File: config.mk
export PLATFORM = sky130hd
export DESIGN_NAME = chroma_decimator
export DESIGN_NICKNAME = d
export VERILOG_FILES = /design/src/rtl/chroma_decimator.sv
export SDC_FILE = /design/constraint.sdc
export NUM_CORES = 1
export LEC_CHECK = 0
export CAP_MARGIN = 10
export CORE_MARGIN = 5
export CORE_UTILIZATION = 40
export CTS_BUF_LIST = sky130_fd_sc_hd__clkbuf_4
export DETAILED_ROUTE_END_ITERATION = 6
export GPL_ROUTABILITY_DRIVEN = 0
export MAX_ROUTING_LAYER = met4
export PLACE_DENSITY = 0.55
export SLEW_MARGIN = 20
export SYNTH_ARGS = -nofsm -noshare
export SYNTH_HDL_FRONTEND = slang
export SYNTH_SLANG_ARGS = --single-unit
export TNS_END_PERCENT = 20
File: constraint.sdc
create_clock -name CLOCK_50_I -period 20.7 [get_ports CLOCK_50_I]
set_input_delay 2.07 -clock CLOCK_50_I [delete_from_list [all_inputs] [get_ports CLOCK_50_I]]
set_output_delay 2.07 -clock CLOCK_50_I [all_outputs]
set_load 0.03 [all_outputs]
File: src/rtl/chroma_decimator.sv
// 4:4:4 -> 4:2:2 chroma decimator: 11-tap half-band FIR over U/V, one shared multiplier, packed SRAM writes.
// Define DECIM_SATURATE_EN to clip filter results to [0,255]; otherwise the low 8 bits are kept. LINE_WIDTH must be >= 8.
module chroma_decimator #(
    parameter int          LINE_WIDTH = 320,
    parameter int          NUM_LINES  = 240,
    parameter logic [17:0] U_BASE     = 18'd38400,
    parameter logic [17:0] V_BASE     = 18'd57600
) (
    input  logic        CLOCK_50_I,
    input  logic        reset,
    input  logic        frame_start,
    input  logic        in_valid,
    output logic        in_ready,
    input  logic [7:0]  in_U,
    input  logic [7:0]  in_V,
    output logic        wr_valid,
    input  logic        wr_ready,
    output logic [17:0] wr_addr,
    output logic [15:0] wr_data,
    output logic        done
);
    localparam int CW = $clog2(LINE_WIDTH + 1);
    localparam int LW = $clog2(NUM_LINES + 1);
    localparam logic [CW-1:0] LAST_PIX  = CW'(LINE_WIDTH - 1);
    localparam logic [CW-1:0] LAST_K    = CW'(LINE_WIDTH / 2 - 1);
    localparam logic [LW-1:0] LAST_LINE = LW'(NUM_LINES - 1);

    typedef enum logic [1:0] {IDLE, LOAD, RUN, FLUSH} state_t;

    state_t             state_q, state_d;
    logic [7:0]         win_u_q [11];
    logic [7:0]         win_u_d [11];
    logic [7:0]         win_v_q [11];
    logic [7:0]         win_v_d [11];
    logic [7:0]         sh_u [10];
    logic [7:0]         sh_v [10];
    logic [CW-1:0]      in_cnt_q, in_cnt_d;
    logic [CW-1:0]      k_q, k_d;
    logic [LW-1:0]      line_q, line_d;
    logic [3:0]         step_q, step_d;
    logic signed [31:0] acc_q, acc_d;
    logic [7:0]         u_even_q, u_even_d, u_odd_q, u_odd_d, v_even_q, v_even_d;
    logic               buf_full_q, buf_full_d, buf_phase_q, buf_phase_d;
    logic [15:0]        buf_u_q, buf_u_d, buf_v_q, buf_v_d;
    logic [17:0]        n_q, n_d;
    logic               drain_q, drain_d;
    logic               done_q, done_d;

    logic [7:0]         tap_a, tap_b;
    logic signed [31:0] coef, pair_sum, prod, acc_sum;
    logic [7:0]         res8;
    logic               fill, push, mac_go;
    logic [7:0]         push_u, push_v;

    // Window slot i holds x[2k-5+i]; a push drops slot 0 and appends at slot 10.
    generate
        for (genvar gi = 0; gi < 10; gi++) begin : g_shift
            assign sh_u[gi] = win_u_q[gi + 1];
            assign sh_v[gi] = win_v_q[gi + 1];
        end
    endgenerate

    // Steps 0-3 accumulate U, steps 4-7 accumulate V: centre, +-1, +-3, +-5.
    always_comb begin
        tap_b = 8'd0;
        case (step_q[1:0])
            2'd0: begin
                tap_a = step_q[2] ? win_v_q[5] : win_u_q[5];
                coef  = 32'sd256;
            end
            2'd1: begin
                tap_a = step_q[2] ? win_v_q[4] : win_u_q[4];
                tap_b = step_q[2] ? win_v_q[6] : win_u_q[6];
                coef  = 32'sd159;
            end
            2'd2: begin
                tap_a = step_q[2] ? win_v_q[2] : win_u_q[2];
                tap_b = step_q[2] ? win_v_q[8] : win_u_q[8];
                coef  = -32'sd52;
            end
            default: begin
                tap_a = step_q[2] ? win_v_q[0] : win_u_q[0];
                tap_b = step_q[2] ? win_v_q[10] : win_u_q[10];
                coef  = 32'sd21;
            end
        endcase
        pair_sum = $signed({23'd0, {1'b0, tap_a} + {1'b0, tap_b}});
        prod     = pair_sum * coef;
        acc_sum  = ((step_q[1:0] == 2'd0) ? 32'sd256 : acc_q) + prod;
    end

`ifdef DECIM_SATURATE_EN
    logic signed [31:0] shifted;
    always_comb begin
        shifted = acc_sum >>> 9;
        if (shifted < 32'sd0)
            res8 = 8'd0;
        else if (shifted > 32'sd255)
            res8 = 8'd255;
        else
            res8 = shifted[7:0];
    end
`else
    assign res8 = acc_sum[16:9];
`endif

    // Completing an odd output needs an empty pair buffer; otherwise the MAC holds at step 7.
    assign mac_go = !(step_q == 4'd7 && k_q[0] && buf_full_q);

    always_comb begin
        state_d     = state_q;
        win_u_d     = win_u_q;
        win_v_d     = win_v_q;
        in_cnt_d    = in_cnt_q;
        k_d         = k_q;
        line_d      = line_q;
        step_d      = step_q;
        acc_d       = acc_q;
        u_even_d    = u_even_q;
        u_odd_d     = u_odd_q;
        v_even_d    = v_even_q;
        buf_full_d  = buf_full_q;
        buf_phase_d = buf_phase_q;
        buf_u_d     = buf_u_q;
        buf_v_d     = buf_v_q;
        n_d         = n_q;
        drain_d     = drain_q;
        done_d      = 1'b0;
        in_ready    = 1'b0;
        fill        = 1'b0;
        push        = 1'b0;
        push_u      = in_U;
        push_v      = in_V;

        if (buf_full_q && wr_ready) begin
            if (!buf_phase_q) begin
                buf_phase_d = 1'b1;
            end else begin
                buf_full_d  = 1'b0;
                buf_phase_d = 1'b0;
                n_d         = n_q + 18'd1;
                if (drain_q) begin
                    done_d  = 1'b1;
                    drain_d = 1'b0;
                    state_d = IDLE;
                end
            end
        end

        case (state_q)
            IDLE: begin
                if (frame_start) begin
                    state_d  = LOAD;
                    n_d      = 18'd0;
                    line_d   = '0;
                    in_cnt_d = '0;
                    step_d   = 4'd0;
                end
            end
            LOAD: begin
                in_ready = 1'b1;
                if (in_valid) begin
                    if (in_cnt_q == '0)
                        fill = 1'b1;
                    else
                        push = 1'b1;
                    in_cnt_d = in_cnt_q + CW'(1);
                    if (in_cnt_q == CW'(5)) begin
                        state_d = RUN;
                        step_d  = 4'd0;
                        k_d     = '0;
                    end
                end
            end
            default: begin
                if (drain_q) begin
                    // waiting for the final V word to be accepted
                end else if (step_q < 4'd8) begin
                    if (mac_go) begin
                        acc_d  = acc_sum;
                        step_d = step_q + 4'd1;
                        if (step_q == 4'd3) begin
                            if (k_q[0])
                                u_odd_d = res8;
                            else
                                u_even_d = res8;
                        end
                        if (step_q == 4'd7) begin
                            k_d = k_q + CW'(1);
                            if (k_q[0]) begin
                                buf_full_d  = 1'b1;
                                buf_phase_d = 1'b0;
                                buf_u_d     = {u_even_q, u_odd_q};
                                buf_v_d     = {v_even_q, res8};
                            end else begin
                                v_even_d = res8;
                            end
                            if (k_q == LAST_K) begin
                                step_d = 4'd0;
                                if (line_q == LAST_LINE) begin
                                    drain_d = 1'b1;
                                end else begin
                                    state_d  = LOAD;
                                    in_cnt_d = '0;
                                    line_d   = line_q + LW'(1);
                                end
                            end
                        end
                    end
                end else if (state_q == FLUSH) begin
                    push   = 1'b1;
                    push_u = win_u_q[10];
                    push_v = win_v_q[10];
                    step_d = (step_q == 4'd9) ? 4'd0 : step_q + 4'd1;
                end else begin
                    in_ready = 1'b1;
                    if (in_valid) begin
                        push     = 1'b1;
                        in_cnt_d = in_cnt_q + CW'(1);
                        step_d   = (step_q == 4'd9) ? 4'd0 : step_q + 4'd1;
                        if (in_cnt_q == LAST_PIX)
                            state_d = FLUSH;
                    end
                end
            end
        endcase

        if (fill) begin
            for (int i = 0; i < 11; i++) begin
                win_u_d[i] = in_U;
                win_v_d[i] = in_V;
            end
        end else if (push) begin
            for (int i = 0; i < 10; i++) begin
                win_u_d[i] = sh_u[i];
                win_v_d[i] = sh_v[i];
            end
            win_u_d[10] = push_u;
            win_v_d[10] = push_v;
        end
    end

    always_ff @(posedge CLOCK_50_I) begin
        if (reset) begin
            state_q     <= IDLE;
            for (int i = 0; i < 11; i++) begin
                win_u_q[i] <= 8'd0;
                win_v_q[i] <= 8'd0;
            end
            in_cnt_q    <= '0;
            k_q         <= '0;
            line_q      <= '0;
            step_q      <= 4'd0;
            acc_q       <= 32'sd0;
            u_even_q    <= 8'd0;
            u_odd_q     <= 8'd0;
            v_even_q    <= 8'd0;
            buf_full_q  <= 1'b0;
            buf_phase_q <= 1'b0;
            buf_u_q     <= 16'd0;
            buf_v_q     <= 16'd0;
            n_q         <= 18'd0;
            drain_q     <= 1'b0;
            done_q      <= 1'b0;
        end else begin
            state_q     <= state_d;
            win_u_q     <= win_u_d;
            win_v_q     <= win_v_d;
            in_cnt_q    <= in_cnt_d;
            k_q         <= k_d;
            line_q      <= line_d;
            step_q      <= step_d;
            acc_q       <= acc_d;
            u_even_q    <= u_even_d;
            u_odd_q     <= u_odd_d;
            v_even_q    <= v_even_d;
            buf_full_q  <= buf_full_d;
            buf_phase_q <= buf_phase_d;
            buf_u_q     <= buf_u_d;
            buf_v_q     <= buf_v_d;
            n_q         <= n_d;
            drain_q     <= drain_d;
            done_q      <= done_d;
        end
    end

    assign wr_valid = buf_full_q;
    assign wr_addr  = !buf_full_q ? 18'd0 : (buf_phase_q ? V_BASE + n_q : U_BASE + n_q);
    assign wr_data  = !buf_full_q ? 16'd0 : (buf_phase_q ? buf_v_q : buf_u_q);
    assign done     = done_q;

endmodule

==> impl_metrics.toml <==
[run_status]
status = "finished, final reports clean"

[drt]
vias = 14128
route.antenna.remaining_nets = 0
vias_per_cell = 5.34
route.final.wire_length_um = 42500
detail_route.first_pass.iterations = 5
avgRoutedWirePerCell_um = 16.0
drc = 0
first_iter_violations = 1040

[worst_setup_path]
crit-reg2reg-launch = "step_q[1]"
critPathSlowestCell = "sky130_fd_sc_hd__fa_1"
worstPathRequired_ns = 21.31
critPathCaptureType = "flip-flop"
critical_path.top_delay_family = "adder cells"
max_stage_delay_ns = 0.54
crit_path_start_kind = "flip-flop"
crit_path_max_fanout = 24
setup.reg_to_reg.worst_slack_ns = 12.15
cp.arrival_ns = 9.17
crit-reg2reg-capture = "buf_v_q[7]"
crit_top_cell = "sky130_fd_sc_hd__fa_1"
crit_path_class = "flip-flop to flip-flop"
critical_path_buf_inv_count = 5
worstRegToRegCells = 29

[global_route]
vias_in_the_first_global_route = 13844
gr-total-overflow = 0
global_route.usage.total = 0.186
global_route_wire_length_before_repair_um = 71400
grt_start_max_net_pins = 127
antenna_found_initial = 2

[timing]
setup_tns_ns = 0
timing.fmax_ghz = 0.117
fin_worst_skew_ns = 0.0678
setup_repair_after_global_routing_missed_its_margin = "false"
slew_headroom = 0.282
setup-violations-final = 0
min_period_over_period = 0.413
hold_viol_final = 0
hold_slack_ns = 0.433
fin_crit_ns = 8.55
max_slew.worst_pin.slew_ns = 1.08
finalMaxSlewViolations = 0

[hold_path]
worst_hold_startpoint = "u_odd_q[0]"
timing.hold.worst_path_depth = 2
min-delay-path-class = "flip-flop to flip-flop"
hold-path-endpoint = "buf_u_q[0]"

[synth]
postSynthRegisterBits = 303
synth.avg_cell_area_um2 = 8.42
postSynth.asyncResetShare = 0
synth.cell_area_mm2 = 0.0172
synth-main-ff-cell = "sky130_fd_sc_hd__dfxtp_1"
post_synth_edffs = 0
synthesis_warnings = 0
syn_nets = 2215
synth_seq_area_share = 0.352
synth.distinct_cells = 56
synthesis.instances = 2046

[clocking]
worst_skew_late_latency_ns = 0.80
clk_transition_reported_paths_ns = 0.06
clk_root_buffer_cell = "sky130_fd_sc_hd__clkbuf_4"
clock_tree_from_tritoncts = "built"
cts_max_level = 3
post_cts_resized = 0
cts-root-to-sink-buffers = 3
number_of_buffers_inserted_during_clock_tree_synthesis = 85
clock_sink_count = 303
post_cts_hold_buffer_count = 0
post_cts_buffers = 0

[final_layout]
layout-area-overhead-vs-synth_pct = 10.3
final_cell_mix = "sky130_fd_sc_hd__dfxtp_1 (303), sky130_fd_sc_hd__nor2_1 (288), sky130_fd_sc_hd__nor3_1 (176), sky130_fd_sc_hd__a211oi_1 (166), sky130_fd_sc_hd__nand2_1 (159)"
final_std_cells_w_o_fill = 2646
design.final.nets = 2220
most_common_library_cell_in_the_layout_ignoring_fill_and_taps = "sky130_fd_sc_hd__dfxtp_1"
fill_cells = 4299
final_layout_size_suffix_gt1_frac = 0.0816

[die]
floorplan.rows = 76
die_width_um = 217
initial_cell_density_of_the_core = 0.402
i_o_pin_total = 58
core_mm2 = 0.0428
die_area_mm2 = 0.0473
die_y_extent_um = 217

[power]
max-vdd-ir-drop_uv = 50.7
cellPowerDensity_mw_per_mm2 = 64.4
report.power.total_uw = 1220
leakage_uw = 0.00768

[place]
post-dp-hpwl_um = 27800
count_of_buffers_from_port_buffering = 57
dpl.cell_count = 2510

[job]
maxCapViolations = 0
-- metal layers --
| layer | track usage | part of all wire | vias up | wire [µm] |
|---|---|---|---|---|
| met4 | 0.0514 | 0.016 | 0 | 678 |
| li1 | - | - | 7030 | - |
| met1 | 0.252 | 0.47 | 6739 | 20100 |
| met2 | 0.286 | 0.46 | 303 | 19700 |
| met3 | 0.0343 | 0.046 | 56 | 1970 |
| met5 | - | 0 | - | 0 |
-- worst min-delay path: stages (launching register included) --
cell                      delay (ns)
sky130_fd_sc_hd__dfxtp_1        0.31
sky130_fd_sc_hd__nand2_1        0.05
sky130_fd_sc_hd__a21oi_1        0.05
-- registers in the layout, summed over array words and instances (netlist names), 2 cells and up --
register	cells
acc_q	17
buf_u_q	16
buf_v_q	16
in_cnt_q	9
k_q	9
line_q	8
n_q	18
sh_u	80
sh_v	80
state_q	2
step_q	4
u_even_q	8
u_odd_q	8
v_even_q	8
win_u_q	8
win_v_q	8
-- layout make-up --
type | count | area [µm²] | area share
Sequential cell | 303 | 6070 | 0.319
Multi-Input combinational cell | 1437 | 10000 | 0.528
Tap cell | 546 | 683 | 0.0360
Antenna cell | 4 | 10.0 | 0.000527
Clock inverter | 18 | 78.8 | 0.00415
Timing Repair Buffer | 74 | 706 | 0.0372
Clock buffer | 114 | 856 | 0.0451
Inverter | 150 | 563 | 0.0296
-- cells by family after synthesis --
kind of cell	Yosys count	share of synthesized area
compound gates	347	0.139
buf+inv	306	0.0668
mux	60	0.0465
fa+ha+maj	148	0.140
flops	303	0.352
simple gates	808	0.217
xor+xnor	74	0.0376
-- power by group --
part | leakage (µW) | internal [µW] | switching, µW
clock network | 0.000557 | 251 | 248
registers | 0.00246 | 605 | 14.9
logic | 0.00466 | 37.2 | 66.5
total | 0.00768 | 893 | 330
-- how the worst max path moves through the flow --
| stage | start | to | slack (ns) | cells past startpoint |
|---|---|---|---|---|
| detailed placement | step_q[1] | buf_v_q[7] | 12.11 | 29 |
| global placement | step_q[1] | buf_v_q[7] | 12.31 | 29 |
| global route | step_q[1] | u_even_q[7] | 11.60 | 29 |
| floorplan | step_q[2] | u_even_q[7] | 12.95 | 26 |
| finish | step_q[1] | buf_v_q[7] | 12.15 | 29 |
| CTS | step_q[1] | buf_v_q[7] | 12.13 | 29 |
-- synthesized netlist by cell type, drive strengths merged, types with 38 or more instances --
cell type / n / share of area
inv: 150 / 0.033
a21oi: 88 / 0.026
dfxtp: 303 / 0.35
nor2: 288 / 0.063
a211oi: 166 / 0.072
mux2i: 44 / 0.026
nor3: 177 / 0.052
nor2b: 38 / 0.014
clkbuf: 145 / 0.032
nand2: 160 / 0.035
ha: 73 / 0.053
xor2: 40 / 0.020
fa: 75 / 0.087
and2: 47 / 0.017
-- through the flow --
step                       util  instance area (µm²)  worst slack, ns
after floorplan               -                17200            12.95
after global placement    0.422                18000            12.31
after global routing      0.444                19000            11.60
final                     0.444                19000            12.15
after CTS                 0.443                19000            12.13
after detailed placement  0.422                18000            12.11
Note: power is estimated with default switching activity, not from simulation.
